[src/rtl/game_pkg.sv]
// Shared game definitions: raster geometry widths, colour indices and game-state encodings.
package game_pkg;

    // Raster coordinate width and pixel colour-index width minus one
    localparam int CORDW = 10;
    localparam int CIDXW = 3;

    // Colour index constants used by the sprite generators
    localparam logic [3:0] CIDX_BG       = 4'b0000;
    localparam logic [3:0] CIDX_PLAYER   = 4'b0100;
    localparam logic [3:0] CIDX_OBSTACLE = 4'b1000;
    localparam logic [3:0] CIDX_TEXT     = 4'b1111;

    // Top-level game state encoding
    typedef enum logic [1:0] {
        GS_IDLE = 2'd0,
        GS_PLAY = 2'd1,
        GS_OVER = 2'd2
    } game_state_t;

    // Add a small count to a 16-bit counter, sticking at all-ones instead of wrapping
    function automatic logic [15:0] sat_add16(input logic [15:0] a, input logic [3:0] b);
        logic [16:0] sum;
        sum = {1'b0, a} + 17'(b);
        return sum[16] ? 16'hFFFF : sum[15:0];
    endfunction

endpackage

[src/rtl/obstacle_slot.sv]
// One obstacle slot: occupancy, horizontal position, lane, and the pixel-coverage compare.
module obstacle_slot #(
    parameter int CORDW      = 10,
    parameter int X_START    = 700,
    parameter int X_END      = 80,
    parameter int OBS_W      = 16,
    parameter int OBS_H      = 8,
    parameter int LANE_Y0    = 160,
    parameter int LANE_PITCH = 45
) (
    input  logic             CLK,
    input  logic             RESET_N,
    input  logic             clr,
    input  logic             run,
    input  logic             tick_move,
    input  logic [3:0]       speed,
    input  logic             spawn,
    input  logic [1:0]       spawn_lane,
    input  logic [CORDW-1:0] hc,
    input  logic [CORDW-1:0] vc,
    output logic             active,
    output logic             covered,
    output logic             retire
);
    import game_pkg::*;

    logic             active_reg;
    logic [CORDW-1:0] x_reg;
    logic [1:0]       lane_reg;
    logic [CORDW:0]   y_lo;

    // One extra bit on every compare so x+width and X_END+speed never wrap
    assign y_lo   = (CORDW+1)'(LANE_Y0) + (CORDW+1)'(lane_reg) * (CORDW+1)'(LANE_PITCH);
    assign active = active_reg;

    assign covered = active_reg
                  && ({1'b0, hc} >= {1'b0, x_reg})
                  && ({1'b0, hc} <= {1'b0, x_reg} + (CORDW+1)'(OBS_W - 1))
                  && ({1'b0, vc} >= y_lo)
                  && ({1'b0, vc} <= y_lo + (CORDW+1)'(OBS_H - 1));

    // x - speed <= X_END rewritten as x <= X_END + speed so nothing underflows
    assign retire = run && tick_move && active_reg
                 && ({1'b0, x_reg} <= (CORDW+1)'(X_END) + (CORDW+1)'(speed));

    // Slot state: restart/spawn reload the slot, a retiring move frees it, otherwise it slides left
    always_ff @(posedge CLK or negedge RESET_N) begin
        if (!RESET_N) begin
            active_reg <= 1'b0;
            x_reg      <= CORDW'(X_START);
            lane_reg   <= 2'd0;
        end else if (clr) begin
            active_reg <= 1'b0;
            x_reg      <= CORDW'(X_START);
            lane_reg   <= 2'd0;
        end else if (spawn) begin
            active_reg <= 1'b1;
            x_reg      <= CORDW'(X_START);
            lane_reg   <= spawn_lane;
        end else if (retire) begin
            active_reg <= 1'b0;
        end else if (run && tick_move && active_reg) begin
            x_reg      <= x_reg - CORDW'(speed);
        end
    end

endmodule

[src/rtl/obstacle_scheduler.sv]
// Obstacle scheduler: spawns obstacles into free slots, moves and retires them, draws them and flags collisions.
module obstacle_scheduler #(
    parameter int NSLOT      = 3,
    parameter int NLANE      = 3,
    parameter int CORDW      = game_pkg::CORDW,
    parameter int CIDXW      = game_pkg::CIDXW,
    parameter int COOLDOWN   = 18,
    parameter int X_START    = 700,
    parameter int X_END      = 80,
    parameter int OBS_W      = 16,
    parameter int OBS_H      = 8,
    parameter int LANE_Y0    = 160,
    parameter int LANE_PITCH = 45,
    parameter logic [CIDXW:0] COLOR = 4'b1000
) (
    input  logic             CLK,
    input  logic             RESET_N,
    input  logic             run,
    input  logic             clr,
    input  logic             tick_spawn,
    input  logic             tick_move,
    input  logic [3:0]       speed,
    input  logic [12:0]      rand_val,
    input  logic [CORDW-1:0] hc,
    input  logic [CORDW-1:0] vc,
    input  logic             player_on,
    output logic [CIDXW:0]   obstacle_pix,
    output logic [NSLOT-1:0] active,
    output logic             hit,
    output logic [15:0]      passed
);
    import game_pkg::*;

    localparam int CDW = $clog2(COOLDOWN + 1);

    // Reject parameter sets the motion logic cannot handle
    generate
        if (X_START <= X_END) begin : g_bad_x
            $error("obstacle_scheduler: X_START must be greater than X_END");
        end
        if (NSLOT < 1 || NSLOT > 8) begin : g_bad_nslot
            $error("obstacle_scheduler: NSLOT must be 1..8");
        end
        if (NLANE < 1 || NLANE > 4) begin : g_bad_nlane
            $error("obstacle_scheduler: NLANE must be 1..4");
        end
    endgenerate

    logic [NSLOT-1:0] covered_w;
    logic [NSLOT-1:0] retire_w;
    logic [NSLOT-1:0] free_sel;
    logic             free_found;
    logic             spawn_go;
    logic [1:0]       spawn_lane;
    logic [3:0]       retire_cnt;
    logic [CDW-1:0]   cooldown_reg;
    logic [15:0]      passed_reg;
    logic             hit_reg;
    logic [CIDXW:0]   pix_reg;

    assign spawn_lane   = 2'(rand_val % 13'(NLANE));
    assign spawn_go     = run && tick_spawn && !clr && free_found
                       && (cooldown_reg == CDW'(COOLDOWN));
    assign passed       = passed_reg;
    assign hit          = hit_reg;
    assign obstacle_pix = pix_reg;

    // Lowest-index free slot, judged on occupancy before this edge so a retiring slot waits a cycle
    always_comb begin
        free_sel   = '0;
        free_found = 1'b0;
        for (int i = 0; i < NSLOT; i++) begin
            if (!active[i] && !free_found) begin
                free_sel[i] = 1'b1;
                free_found  = 1'b1;
            end
        end
    end

    // Number of slots leaving the field on this edge
    always_comb begin
        retire_cnt = '0;
        for (int i = 0; i < NSLOT; i++) begin
            retire_cnt = retire_cnt + 4'(retire_w[i]);
        end
    end

    generate
        for (genvar gi = 0; gi < NSLOT; gi++) begin : g_slot
            obstacle_slot #(
                .CORDW      (CORDW),
                .X_START    (X_START),
                .X_END      (X_END),
                .OBS_W      (OBS_W),
                .OBS_H      (OBS_H),
                .LANE_Y0    (LANE_Y0),
                .LANE_PITCH (LANE_PITCH)
            ) u_slot (
                .CLK        (CLK),
                .RESET_N    (RESET_N),
                .clr        (clr),
                .run        (run),
                .tick_move  (tick_move),
                .speed      (speed),
                .spawn      (spawn_go && free_sel[gi]),
                .spawn_lane (spawn_lane),
                .hc         (hc),
                .vc         (vc),
                .active     (active[gi]),
                .covered    (covered_w[gi]),
                .retire     (retire_w[gi])
            );
        end
    endgenerate

    // Cooldown: counts spawn ticks up to COOLDOWN, holds there while full, clears on a spawn
    always_ff @(posedge CLK or negedge RESET_N) begin
        if (!RESET_N) begin
            cooldown_reg <= '0;
        end else if (clr) begin
            cooldown_reg <= '0;
        end else if (spawn_go) begin
            cooldown_reg <= '0;
        end else if (run && tick_spawn && (cooldown_reg < CDW'(COOLDOWN))) begin
            cooldown_reg <= cooldown_reg + 1'b1;
        end
    end

    // Retired-obstacle score, saturating
    always_ff @(posedge CLK or negedge RESET_N) begin
        if (!RESET_N) begin
            passed_reg <= '0;
        end else if (clr) begin
            passed_reg <= '0;
        end else begin
            passed_reg <= sat_add16(passed_reg, retire_cnt);
        end
    end

    // Sticky collision flag: player pixel overlapping any obstacle pixel while running
    always_ff @(posedge CLK or negedge RESET_N) begin
        if (!RESET_N) begin
            hit_reg <= 1'b0;
        end else if (clr) begin
            hit_reg <= 1'b0;
        end else if (run && player_on && (|covered_w)) begin
            hit_reg <= 1'b1;
        end
    end

    // Obstacle pixel, one cycle behind hc/vc, drawn even while the game is paused
    always_ff @(posedge CLK or negedge RESET_N) begin
        if (!RESET_N) begin
            pix_reg <= '0;
        end else if (clr) begin
            pix_reg <= '0;
        end else begin
            pix_reg <= (|covered_w) ? COLOR : '0;
        end
    end

endmodule

[config.mk]
export PLATFORM = sky130hd
export DESIGN_NAME = obstacle_scheduler
export DESIGN_NICKNAME = d
export VERILOG_FILES = /design/src/rtl/game_pkg.sv /design/src/rtl/obstacle_slot.sv /design/src/rtl/obstacle_scheduler.sv
export SDC_FILE = /design/constraint.sdc
export NUM_CORES = 1
export LEC_CHECK = 0
export BUFFER_PORTS_ARGS = -buffer_cell sky130_fd_sc_hd__buf_2
export CORE_MARGIN = 2
export CORE_UTILIZATION = 63
export CTS_BUF_LIST = sky130_fd_sc_hd__clkbuf_8
export CTS_CLUSTER_DIAMETER = 80
export DETAILED_ROUTE_END_ITERATION = 7
export GPL_TIMING_DRIVEN = 0
export PLACE_DENSITY_LB_ADDON = 0.15
export REMOVE_ABC_BUFFERS = 1
export SLEW_MARGIN = 20
export SYNTH_ARGS = -nofsm -noshare
export SYNTH_HDL_FRONTEND = slang
export SYNTH_SLANG_ARGS = --single-unit
[constraint.sdc]
create_clock -name CLK -period 4.8 [get_ports CLK]
set_input_delay 0.48 -clock CLK [delete_from_list [all_inputs] [get_ports CLK]]
set_output_delay 0.48 -clock CLK [all_outputs]
set_load 0.03 [all_outputs]
==> impl_metrics.json <==
{
  "global_route.peak_usage_layer": "met2",
  "p_leak_nw": 3.89,
  "yosysTopAreaCellShare": 0.260,
  "critPathArrivalTime_ps": 4680,
  "synth-seq-area-share": 0.210,
  "final_antenna_net_count": 0,
  "worst-path-buf-inv": 5,
  "yosys_register_bits": 62,
  "rr_endpoint": "passed[8]$_DFF_PN0_",
  "postRouteWirelength_um": 18100,
  "clock_insertion_delay_worst_skew_ps": 360,
  "worst_ir_drop_vdd_mv": 0.120,
  "post_synth_and_or_nand_nor_area_fraction": 0.180,
  "critical_path.endpoint_type": "flip-flop",
  "globalplace.congestion": 0.894,
  "finalNetCount": 1143,
  "cp_max_fo": 11,
  "largest_net_degree_at_the_start_of_global_routing": 33,
  "synth_ff_type": "dfrtp_1",
  "cp_data_required_time_ps": 5080,
  "rsz0062_at_grt": "no",
  "critical_path_cell_count": 21,
  "wl_per_cell_um": 16.6,
  "max_clock_freq_mhz": 227,
  "hold_viol": 0,
  "timing.final.crit_period_ps": 4400,
  "global_route.overflow_total": 0,
  "cts_tree": "built",
  "detailroute.via_count": 6611,
  "synth_mux_area_frac": 0.0155,
  "timing_max_transition_violations_final": 0,
  "timing.critical_path.from_type": "input port",
  "met3_usage": 0.0487,
  "synth_edf_count": 0,
  "max_cap_violations": 0,
  "die_width_um": 113,
  "max-slew-margin-rel": 0.406,
  "grt.total_usage": 0.296,
  "worst_slew_pin_slew_ps": 891,
  "synth_top_family_by_area": "adder cells",
  "routed_via_density": 6.09,
  "yosys.area_share.adder": 0.273,
  "final.setup.tns_ps": 0,
  "cts-root-to-sink-buffers": 2,
  "synth_cell_types": 68,
  "crit_path_top_delay_cell": "fa_1",
  "number_of_buffers_inserted_during_clock_tree_synthesis": 9,
  "grt_first_pass_wirelength_um": 31200,
  "syn-cell-area_sq_um": 7510,
  "drt_drc_violations_left": 8,
  "synth-warning-count": 0,
  "syn_avg_cell_area_sq_um": 8.54,
  "synth_async_sr_flop_share": 1.00,
  "synth_xor_area_frac": 0.0688,
  "finalClockSkew_ps": 9.17,
  "setup.worst_path.start": "speed[1]",
  "largest_register_ff_count": 30,
  "pwr_density_cell_nw_per_um2": 167,
  "violations": "design-rule violations",
  "area_growth_pct": 8.68,
  "final-setup-viol-count": 0,
  "start_util": 0.652,
  "critical_path.top_delay_family": "simple AND/OR/NAND/NOR gates",
  "finalHoldWorstSlack_ps": 56.9,
  "gr-usage-met2": 0.517,
  "yosysMostFrequentCell": "ha_1",
  "worst_r2r_startpoint": "g_slot[0].u_slot.x_reg[1]$_DFFE_PN0P_",
  "timing.critical_path.slowest_cell_delay_ps": 460,
  "worst_hold_path_type": "input port to asynchronous set/reset pin",
  "finalCritPeriodShare": 0.917,
  "antenna_violations_before_repair": 0,
  "dp.final_hpwl_um": 14300,
  "outcome": "complete, but fails checks",
  "synth-compound-area-share": 0.199,
  "drt_pass1_iterations": 8,
  "num_rows": 39,
  "met1_usage": 0.382,
  "io_buffers": 64,
  "post_route_cells_drive_above_1_share": 0.129,
  "clockRootBuffer": "clkbuf_8",
  "path_class": "input port to flip-flop",
  "htreeDepth": 3,
  "die_height_um": 113,
  "grt_pass1_vias": 6719,
  "totalPowerFinal_w": 0.00136,
  "dieArea_sq_um": 12800,
  "synth.cells.most_frequent": "ha_1, inv_1, nand2_1",
  "synth.top_cells.by_area": "ha_1, dfrtp_1, dfstp_2",
  "post-synth-top-area-cell": "ha_1",
  "tritoncts_num_sinks": 62,
  "critical_path.cell_chain": "buf_2, inv_1, ha_1, a21o_1, a21o_1, a21oi_1, o21ai_0, nand2_1, nand2_1, nor2_1, inv_1, fa_1, inv_1, ha_1, fa_1, and3_1, nand2_1, nor4_2, nand4_1, buf_4, a21oi_1",
  "ff2ff_setup_slack_ps": 460,
  "reg2regPathDepth": 19,
  "postSynthCellCount": 879,
  "antennaDiodeCount": 0,
  "design.portCount": 68,
  "number_of_violations_reported_at_the_end_of_detailed_routing_iteration_0": 382,
  "core_area_sq_um": 11500,
  "clkSlewWorstSetupHoldPaths_ps": 80
}
==> per-stage QoR <==
stage | util | cell area, sq um | cells | setup slack, ps
finish | 0.709 | 8160 | 1086 | 401
global route | 0.709 | 8160 | 1086 | 34.0
CTS | 0.708 | 8160 | 1086 | 316
global placement | 0.687 | 7910 | 1067 | -208
detailed placement | 0.689 | 7930 | 1068 | -314
floorplan | - | 7410 | 860 | 661
==> worst reg2reg max path: cells and delay by family (launching register included) <==
kind	cells	cell delay (ps)
AND/OR/NAND/NOR	7	1330
adder cells (fa/ha/maj)	4	1180
AO/OA/AOI/OAI	5	920
flip-flops	1	450
buffers and inverters	3	380
==> final cells by class <==
type,instances,area [sq um]
multi-input cells,721,5560
fillers,951,3350
flip-flops and latches,62,1570
repair buffers,67,358
inverters,77,289
well taps,143,179
clock buffers,10,138
clock inverters,6,70.1
==> per-layer routing <==
layer,vias to the layer above,wire (um)
met5,-,0
met2,129,8900
met3,18,685
met4,0,203
met1,3178,8280
li1,3286,-
==> worst max path at each step <==
| stage | to |
|---|---|
| after floorplan | passed[0]$_DFF_PN0_ |
| after global placement | passed[0]$_DFF_PN0_ |
| after detailed placement | passed[8]$_DFF_PN0_ |
| after CTS | passed[1]$_DFF_PN0_ |
| after global routing | passed[2]$_DFF_PN0_ |
| final | passed[8]$_DFF_PN0_ |
==> where the power goes <==
part           internal, W  switching, W  leakage (nW)
Sequential        0.000525    0.00000274         0.803
Combinational     0.000138      0.000206          2.98
Clock             0.000257      0.000236         0.107
==> cells in the final DEF, fill, tap and decap left out, drive strengths merged, types with 3 or more instances in the layout <==
master and n:
a211oi 9, a21boi 5, a21o 16, a21oi 62, a31oi 7, and2 6
and3 8, buf 67, clkbuf 10, clkinv 4, conb 6, dfrtp 44
dfstp 18, fa 5, ha 156, inv 78, mux2i 9, nand2 64
nand2b 13, nand3 19, nand4 29, nor2 46, nor2b 15, nor3 30
nor4 3, o211a 4, o211ai 13, o21a 33, o21ai 45, o22ai 4
o31ai 4, o32ai 5, or2 7, or3 6, or4 3, xnor2 42
xor2 17
==> repair_timing <==
item / 4_1_cts / 5_1_grt
endpoints found under the setup margin: 1 / 12
hold buffers: 0 / 0
pin swaps: 1 / 0
setup buffers: 2 / 0
gates resized for setup: 0 / 1
==> kinds of logic after synthesis <==
kind of cell               Yosys count
xor gates and xnor gates            59
other                                2
and+or+nand+nor                    261
muxes                               11
AOI/OAI and AO/OA                  223
DFF                                 62
adders and majority gates          161
buffers and inverters              100
(Power assumes the default switching activity.)
